--- src/rtl/voter_pkg.sv ---
// voter_pkg: shared state encoding and decision-rule constants for the voter tally
package voter_pkg;
  typedef enum logic [1:0] {
    S_IDLE    = 2'd0,
    S_COLLECT = 2'd1,
    S_DONE    = 2'd2
  } state_t;
  localparam int MODE_SIMPLE = 0;
  localparam int MODE_ABS    = 1;
  localparam int MODE_UNAN   = 2;
endpackage

--- src/rtl/voter_popcount.sv ---
// voter_popcount: combinational count of set bits in an N-wide vector
module voter_popcount #(
  parameter int N     = 4,
  parameter int CNT_W = $clog2(N + 1)
) (
  input  logic [N-1:0]     i_bits,
  output logic [CNT_W-1:0] o_cnt
);
  // sum every bit into the count
  always_comb begin
    o_cnt = '0;
    for (int i = 0; i < N; i++) o_cnt = o_cnt + CNT_W'(i_bits[i]);
  end
endmodule

--- src/rtl/voter_tally.sv ---
// voter_tally: per-session yes/no/abstain tally with selectable decision rule
module voter_tally
  import voter_pkg::*;
#(
  parameter int N_VOTERS = 4,
  parameter int CNT_W    = $clog2(N_VOTERS + 1),
  parameter int MODE     = 0,
  parameter int TIMEOUT  = 0
) (
  input  logic                clk,
  input  logic                rst_n,
  input  logic                start,
  input  logic [N_VOTERS-1:0] cast,
  input  logic [N_VOTERS-1:0] yes,
  input  logic                close,
  output logic                busy,
  output logic [CNT_W-1:0]    yes_cnt,
  output logic [CNT_W-1:0]    no_cnt,
  output logic [CNT_W-1:0]    abstain_cnt,
  output logic                pass,
  output logic                tie,
  output logic                result_valid,
  output logic                dup_err
);
  state_t              r_state, w_next;
  logic [N_VOTERS-1:0] r_voted, w_acc;
  logic [CNT_W-1:0]    r_yes, r_no, r_abst, w_pop_yes, w_pop_no, w_yes_nxt, w_no_nxt;
  logic                r_pass, r_tie, r_valid, r_dup;
  logic                w_collect, w_open, w_close, w_tmo, w_pass;

  assign w_collect = (r_state == S_COLLECT);
  assign w_open    = (r_state == S_IDLE) && start;
  assign w_acc     = w_collect ? (cast & ~r_voted) : '0;

  voter_popcount #(.N(N_VOTERS), .CNT_W(CNT_W)) u_pop_yes (.i_bits(w_acc & yes),  .o_cnt(w_pop_yes));
  voter_popcount #(.N(N_VOTERS), .CNT_W(CNT_W)) u_pop_no  (.i_bits(w_acc & ~yes), .o_cnt(w_pop_no));

  assign w_yes_nxt = r_yes + w_pop_yes;
  assign w_no_nxt  = r_no + w_pop_no;

  // auto-close timer only exists when a timeout is configured
  if (TIMEOUT > 0) begin : g_tmr
    localparam int TW = $clog2(TIMEOUT + 1);
    logic [TW-1:0] r_timer;
    // count cycles spent in COLLECT, restarting when a session opens
    always_ff @(posedge clk or negedge rst_n)
      if (!rst_n) r_timer <= '0;
      else if (w_open) r_timer <= '0;
      else if (w_collect) r_timer <= r_timer + 1'b1;
    assign w_tmo = w_collect && (r_timer == TW'(TIMEOUT - 1));
  end else begin : g_no_tmr
    assign w_tmo = 1'b0;
  end

  // session ends on explicit close, all voters in (including this cycle's casts), or timeout
  always_comb begin
    w_close = w_collect && (close || (&(r_voted | w_acc)) || w_tmo);
    w_pass  = (MODE == MODE_UNAN) ? (w_yes_nxt == CNT_W'(N_VOTERS)) :
              (MODE == MODE_ABS)  ? ({w_yes_nxt, 1'b0} > (CNT_W + 1)'(N_VOTERS)) :
                                    (w_yes_nxt > w_no_nxt);
    w_next  = w_open  ? S_COLLECT :
              w_close ? S_DONE :
              (r_state == S_DONE) ? S_IDLE : r_state;
  end

  // state register
  always_ff @(posedge clk or negedge rst_n)
    if (!rst_n) r_state <= S_IDLE;
    else r_state <= w_next;

  // tallies, duplicate detection and the result latched at the closing edge so it is valid with result_valid
  always_ff @(posedge clk or negedge rst_n)
    if (!rst_n) begin
      r_voted <= '0;
      r_yes   <= '0;
      r_no    <= '0;
      r_abst  <= '0;
      r_pass  <= 1'b0;
      r_tie   <= 1'b0;
      r_valid <= 1'b0;
      r_dup   <= 1'b0;
    end else begin
      r_valid <= 1'b0;
      r_dup   <= 1'b0;
      if (w_open) begin
        r_voted <= '0;
        r_yes   <= '0;
        r_no    <= '0;
        r_pass  <= 1'b0;
        r_tie   <= 1'b0;
      end else if (w_collect) begin
        r_voted <= r_voted | w_acc;
        r_yes   <= w_yes_nxt;
        r_no    <= w_no_nxt;
        r_dup   <= |(cast & r_voted);
        if (w_close) begin
          r_valid <= 1'b1;
          r_pass  <= w_pass;
          r_tie   <= (w_yes_nxt == w_no_nxt);
          r_abst  <= CNT_W'(N_VOTERS) - w_yes_nxt - w_no_nxt;
        end
      end
    end

  assign busy         = w_collect;
  assign yes_cnt      = r_yes;
  assign no_cnt       = r_no;
  assign abstain_cnt  = r_abst;
  assign pass         = r_pass;
  assign tie          = r_tie;
  assign result_valid = r_valid;
  assign dup_err      = r_dup;
endmodule

--- config.mk ---
export PLATFORM = sky130hd
export DESIGN_NAME = voter_tally
export DESIGN_NICKNAME = d
export VERILOG_FILES = /design/src/rtl/voter_pkg.sv /design/src/rtl/voter_popcount.sv /design/src/rtl/voter_tally.sv
export SDC_FILE = /design/constraint.sdc
export NUM_CORES = 1
export LEC_CHECK = 0
export CORE_UTILIZATION = 47
export CTS_BUF_LIST = sky130_fd_sc_hd__clkbuf_8
export DETAILED_ROUTE_END_ITERATION = 8
export GPL_TIMING_DRIVEN = 0
export HOLD_SLACK_MARGIN = 0.02
export MAX_ROUTING_LAYER = met4
export PLACE_DENSITY = 0.77
export REMOVE_ABC_BUFFERS = 1
export SLEW_MARGIN = 0
export SYNTH_ARGS = -nofsm -noshare
export SYNTH_HDL_FRONTEND = slang
export SYNTH_SLANG_ARGS = --single-unit
--- constraint.sdc ---
create_clock -name clk -period 3.4 [get_ports clk]
set_clock_uncertainty 0.1 [all_clocks]
set_input_delay 0.68 -clock clk [delete_from_list [all_inputs] [get_ports clk]]
set_output_delay 0.68 -clock clk [all_outputs]
set_load 0.005 [all_outputs]
==> metrics.txt, run 1 <==
post-synthesis compound-gate area fraction 0.1545; Synth Cell Area 1264 um2; root buf cell clkbuf_8; max cap viols 0; Largest stage delay, worst path ~0.53 ns; Crit Reg-Reg Startpoint r_state[1]; crit path cell chain clkdlybuf4s15_1 -> nor3b_2 -> ha_1 -> inv_2 -> fa_1 -> inv_1 -> ha_1 -> inv_1 -> fa_2 -> inv_2 -> ha_4 -> inv_4 -> ha_4 -> xor2_2 -> xnor2_1 -> mux2_4; I/O Buffers 25; Reg clk slew, reported paths ~0.070 ns; WHS Endpoint no_cnt[1]; Final Max Tran Viols 0; # rows 18; Vias/cell 5.280; arrival time worst endpoint 3.73 ns; commonest non-fill, non-tap cell in the layout clkdlybuf4s50_1; Tcrit/Tclk final 1.085; failing checks setup timing; largest family of logic cells by synthesized area adder cells; hold_sp no_cnt[1]; pwr/cell area 998.0 nW/um2; I/O pin cnt 26; clock latency on the worst-skew pair 0.25 ns; Critical Path RT about 3.4 ns; Worst Setup Path Type primary input to flop; layout cell share with drive strength beyond 1 0.3471; Final ANT Viol Nets 0; fin crit period 3.690 ns; Crit. End Element flop; FILL cells between 150 and 200; # clock sinks 19; Die W approximately 54 um; simple-gate area share of the yosys netlist 0.1317; multiplexer share of the synthesized area 0.03168; setup ws final -0.2898 ns; Antenna Cells 0; Startpoint Class primary input; core footprint 2500 um2; RR Endpoint abstain_cnt[2]; most frequent cells in the layout 19 x clkdlybuf4s50_1, 18 x dfrtp_1, 15 x buf_4, 13 x inv_1; initial antenna violation count 0; CTS tree yes; die height 53.86 um; CTS Buffer Depth 2; Synthesis Warnings 0; initial cell density of the core 0.5055; unrepaired setup endpoints after global routing true; DR iter-0 viols 20; Worst Path Max Fanout 2; sequential cell area 476.7 um2; Cells after Synth 128; worst reg2reg path depth 19; Yosys reg bits 19; H-tree depth 1; normalized max-slew margin 0.4138; full die area roughly 2900 um2; worst hold path class flop to flop; Fin. Hold Viols 0; Peak VDD IR 0.6463 mV; Hold Path Cell Cnt 2; total CTS buffers 3; Slew @ Worst Pin 0.8766 ns; achievable frequency 271.0 MHz; routed len/inst 15.08 um; grt ovf 0; routed vias 1056; DR pass1 iterations 4; Yosys cell types 30; Placement Setup Slack -1.099 ns; leakage power 0.8394 nW; # setup viols final 4; R2R Setup Slk -0.26 ns; Seq/Total Area, Yosys 0.3762; area of the multi-input gates approximately 800 um2; drt total wl ~3000 um; post-synthesis adder-cell area fraction 0.1822; # nets final 199; Synth-to-Final Area Change 42.08%; pin count of the biggest net entering global routing 20; vias in the first global route 1054; GR Util All Layers 0.2345; Residual DRC 0; placed inst area 1529 um2; Finished Cell Area 1795 um2; Syn Area/Cell 9.873 um2; Synth Area in XOR/XNOR 0.04158; Crit-path slowest cell fa_2; status complete, but fails checks; first-pass GRT wire length ~4700 um; DP HPWL 1888 um; GP Congestion 0.9092
## Yosys cell counts
library cell	instances	area (um2)
a22oi_1	3	22.52
or4b_2	1	10.01
nand4b_1	1	8.760
inv_1	19	71.32
mux2_4	2	30.03
nand2_1	13	48.80
a21oi_2	2	17.52
o21bai_1	1	7.510
nor3b_1	3	22.52
xnor2_1	4	35.03
o21ai_1	1	5.000
mux2i_1	1	10.01
dfrtp_1	19	475.5
and3_1	1	6.260
inv_2	1	3.750
o41ai_4	1	27.53
nor3_1	4	20.02
buf_6	2	22.52
nand3_1	1	5.000
nand2_4	2	22.52
a21o_2	1	8.760
o21ai_0	6	30.03
inv_4	1	6.260
xor2_1	2	17.52
ha_1	12	150.1
fa_1	4	80.08
o211ai_1	1	7.510
a22o_1	1	8.760
a21oi_1	12	60.06
nor2_1	6	22.52
## logic make-up after synthesis
group	Yosys count
AO/OA/AOI/OAI	29
XOR/XNOR	6
adder cells (fa/ha/maj)	16
buffers and inverters	23
flip-flops	19
multiplexers	3
AND/OR/NAND/NOR	32
## repair_timing
action | 4_1_cts | 5_1_grt
hold buffers | 0 | 0
setup endpoints to repair | 5 | 4
setup buffers | 11 | 4
gates resized for setup | 47 | 6
pin swaps | 20 | 14
## registers in the layout, summed over array words and instances (netlist names)
| name | cells |
|---|---|
| no_cnt | 3 |
| dup_err | 1 |
| r_voted | 4 |
| r_state | 2 |
| result_valid | 1 |
| abstain_cnt | 3 |
| pass | 1 |
| tie | 1 |
| yes_cnt | 3 |
## critical path, delay by kind of cell
kind,cells,cell delay [ns]
adder cells (fa/ha/maj),6,1.85
buffers and inverters,6,0.48
XOR/XNOR,2,0.27
multiplexers,1,0.27
AND/OR/NAND/NOR,1,0.17
## how the worst max path moves through the flow
stage	from	to	slack [ns]
4_1_cts	r_state[1]	abstain_cnt[2]	-0.35
2_1_floorplan	yes[3]	abstain_cnt[2]	-0.38
5_1_grt	r_state[1]	abstain_cnt[2]	-0.39
6_report	yes[0]	abstain_cnt[2]	-0.29
3_5_place_dp	cast[3]	abstain_cnt[2]	-1.10
3_3_place_gp	cast[3]	abstain_cnt[2]	-1.03
## routing by layer
layer / track usage / up-vias / routed length (um)
li1: - / 510 / -
met1: 0.2920 / 509 / 1312
met2: 0.3951 / 31 / 1512
met3: 0.02825 / 6 / 138
met4: 0.07018 / 0 / 53
met5: - / - / 0
## report_power, final
group | leakage (nW) | internal [mW] | switching, mW | total (mW)
logic | 0.574 | 0.635 | 0.575 | 1.21
clock network | 0.0255 | 0.0813 | 0.0756 | 0.157
registers | 0.240 | 0.325 | 0.0998 | 0.425
## stage by stage
stage | power, mW | hold WS [ns] | util | cells | TNS (ns)
floorplan | 0.9618 | 0.2844 | - | 126 | -0.8890
global placement | 1.222 | 0.3993 | 0.6116 | 181 | -4.051
detailed placement | 1.252 | 0.4030 | 0.6116 | 181 | -4.416
CTS | 1.694 | 0.4201 | 0.6992 | 196 | -0.7276
global route | 1.948 | 0.4492 | 0.7182 | 200 | -1.187
finish | 1.792 | 0.4190 | 0.7182 | 200 | -0.7578
## area by class of cell
cell class                      instances  area share
Clock buffer                            3     0.02300
Clock inverter                          1    0.002787
Inverter                               21     0.04948
Multi-Input combinational cell         86      0.4467
Sequential cell                        19      0.2655
Tap cell                               30     0.02091
Timing Repair Buffer                   40      0.1916
(Power assumes the default switching activity.)
==> run 2: changes to the inputs <==
CORE_UTILIZATION = 50   (was 47)
PLACE_DENSITY = 0.78   (was 0.77)
clock period = 4.1 ns   (was 3.4 ns; I/O delays follow)
==> metrics.txt, run 2 (synthesis results as in run 1) <==
status completed; sequential cell area 476.7 um2 (unchanged); fin crit period 3.989 ns; setup ws final 0.1106 ns (+0.4005 ns); Finished Layout Cells 183 (-8.5%); commonest non-fill, non-tap cell in the layout clkdlybuf4s50_1; Vias/cell 5.486 (+3.9%); grt ovf 0 (unchanged); CTS tree yes; Worst Path Max Fanout 5 (+3); Slew @ Worst Pin 0.8704 ns (-0.006168 ns); WL met3 110 um (-20%); Antenna Cells 0 (unchanged); Final Max Tran Viols 0 (unchanged); clock latency on the worst-skew pair 0.25 ns (about the same); root buf cell clkbuf_8; Largest register FFs 4 (unchanged); Die W 52.28 um (-2.9%); initial antenna violation count 0 (unchanged); Worst Setup Path Type primary input to flop; most frequent cells in the layout 19 x clkdlybuf4s50_1, 18 x inv_1, 18 x dfrtp_1, 12 x nand2_1, 12 x a21oi_1; achievable frequency 250.7 MHz; routed len/inst 13.98 um (-7.2%); # clock sinks 19 (unchanged); Peak VDD IR 0.5907 mV (-8.6%); DR top layer met4; die height 52.28 um (-2.9%); layout cell share with drive strength beyond 1 0.1613 (-0.1858); GR Util All Layers 0.2277 (-0.006834); CTS Buffer Depth 2 (unchanged); GP Congestion 0.8750 (-3.8%); Tcrit/Tclk final 0.9730; Largest Register r_voted; met1 WL 1158 um (-12%); pin count of the biggest net entering global routing 20 (unchanged); # nets final 184 (-7.5%); worst hold path class flop to flop; drt total wl 2559 um (-15%); Crit. End Element flop; Residual DRC 0 (unchanged); normalized max-slew margin 0.4179 (+0.004126); DR pass1 iterations 4 (unchanged); I/O pin cnt 26 (unchanged); full die area 2733 um2 (-5.8%); total CTS buffers 3 (unchanged); pwr/cell area 736.4 nW/um2 (-26%); Critical Path RT 4.14 ns (+0.70 ns); leakage power 0.7671 nW (-8.6%); vias in the first global route 922 (-13%); DR iter-0 viols 13 (-35%); Synth-to-Final Area Change 28.52%; postcts setup bufs 0 (-11); Reg clk slew, reported paths 0.07 ns (about the same); core footprint 2297 um2 (-8.1%); routed vias 1004 (-4.9%); # hold bufs at CTS 0 (unchanged); # rows 17 (-1); # setup viols final 0 (-4); Fin. Hold Viols 0 (unchanged); area of the multi-input gates 730.7 um2 (-8.9%); Pwr Total 1.196 mW (-33%); I/O Buffers 25 (unchanged); Final Core Density 0.7070 (-0.01125); DR WL met2 1233 um (-18%); dpl cells 179 (-1.1%); first-pass GRT wire length 4188 um (-10%); DP HPWL 1848 um (-2.1%); Final ANT Viol Nets 0 (unchanged); FILL cells 179 (-3.8%); initial cell density of the core 0.5501 (+0.04460); Startpoint Class primary input; H-tree depth 1 (unchanged); max cap viols 0 (unchanged); arrival time worst endpoint 4.03 ns (+0.30 ns); Placement Setup Slack -0.4888 ns (+0.6097 ns)
## run 2: changes by cell type in the layout (fill, tap and decap cells not counted), sizes merged
cell           previous run  this run
dlygate4sd2               0         4
clkdlybuf4s15             2         0
dlymetal6s2s              0         1
buf                      18         0
## run 2: layout make-up
| cell class | instances | area share |
|---|---|---|
| flip-flops and latches | 19 | 0.2935 |
| clock inverters | 1 | 0.002311 |
| repair buffers | 25 | 0.1495 |
| well taps | 28 | 0.02157 |
| clock buffers | 3 | 0.02542 |
| inverters | 21 | 0.05778 |
| multi-input cells | 86 | 0.4499 |
## run 2: critical path, stage by stage
cell	delay, ns
dlygate4sd2_1	0.30
or4b_4	0.50
fa_1	0.48
inv_1	0.09
ha_1	0.14
inv_1	0.05
fa_1	0.53
inv_1	0.09
ha_4	0.26
inv_1	0.04
ha_1	0.19
xor2_1	0.15
xnor2_1	0.12
mux2_4	0.27
## run 2: report_power, final
| part | total [mW] | leakage [nW] | internal (mW) | switching, mW |
|---|---|---|---|---|
| Sequential | 0.358 | 0.240 | 0.270 | 0.0884 |
| Clock | 0.128 | 0.0269 | 0.0666 | 0.0610 |
| Combinational | 0.710 | 0.500 | 0.347 | 0.363 |
## run 2: stage by stage
stage | setup TNS [ns] | hold WS (ns) | area, um2
after global placement | -1.303 | 0.3974 | 1526
after detailed placement | -1.406 | 0.3991 | 1526
after floorplan | 0 | 0.3868 | 1241
final | 0 | 0.4157 | 1624
after global routing | -0.007330 | 0.4264 | 1624
after CTS | 0 | 0.4175 | 1588
## run 2: final timing paths
path | from | to | slack [ns] | cells after the start
min | yes_cnt[1] | yes_cnt[1] | 0.42 | 2
max in group asynchronous | rst_n | r_state[0] | 2.35 | 1
max | cast[3] | abstain_cnt[2] | 0.11 | 14
min in group asynchronous | rst_n | no_cnt[1] | 0.96 | 1
max reg2reg | r_state[1] | abstain_cnt[2] | 0.20 | 19
min reg2reg | yes_cnt[1] | yes_cnt[1] | 0.42 | 2
## run 2: metal layers
layer | up-vias | GRT usage
li1 | 484 | -
met1 | 484 | 0.2815
met2 | 31 | 0.3547
met3 | 5 | 0.04348
met4 | 0 | 0.1184
met5 | - | -
## run 2: what timing repair did
item	in CTS	in global routing
pin swaps	3	5
endpoints found under the setup margin	4	4
cloned	0	0
resized for setup	11	12
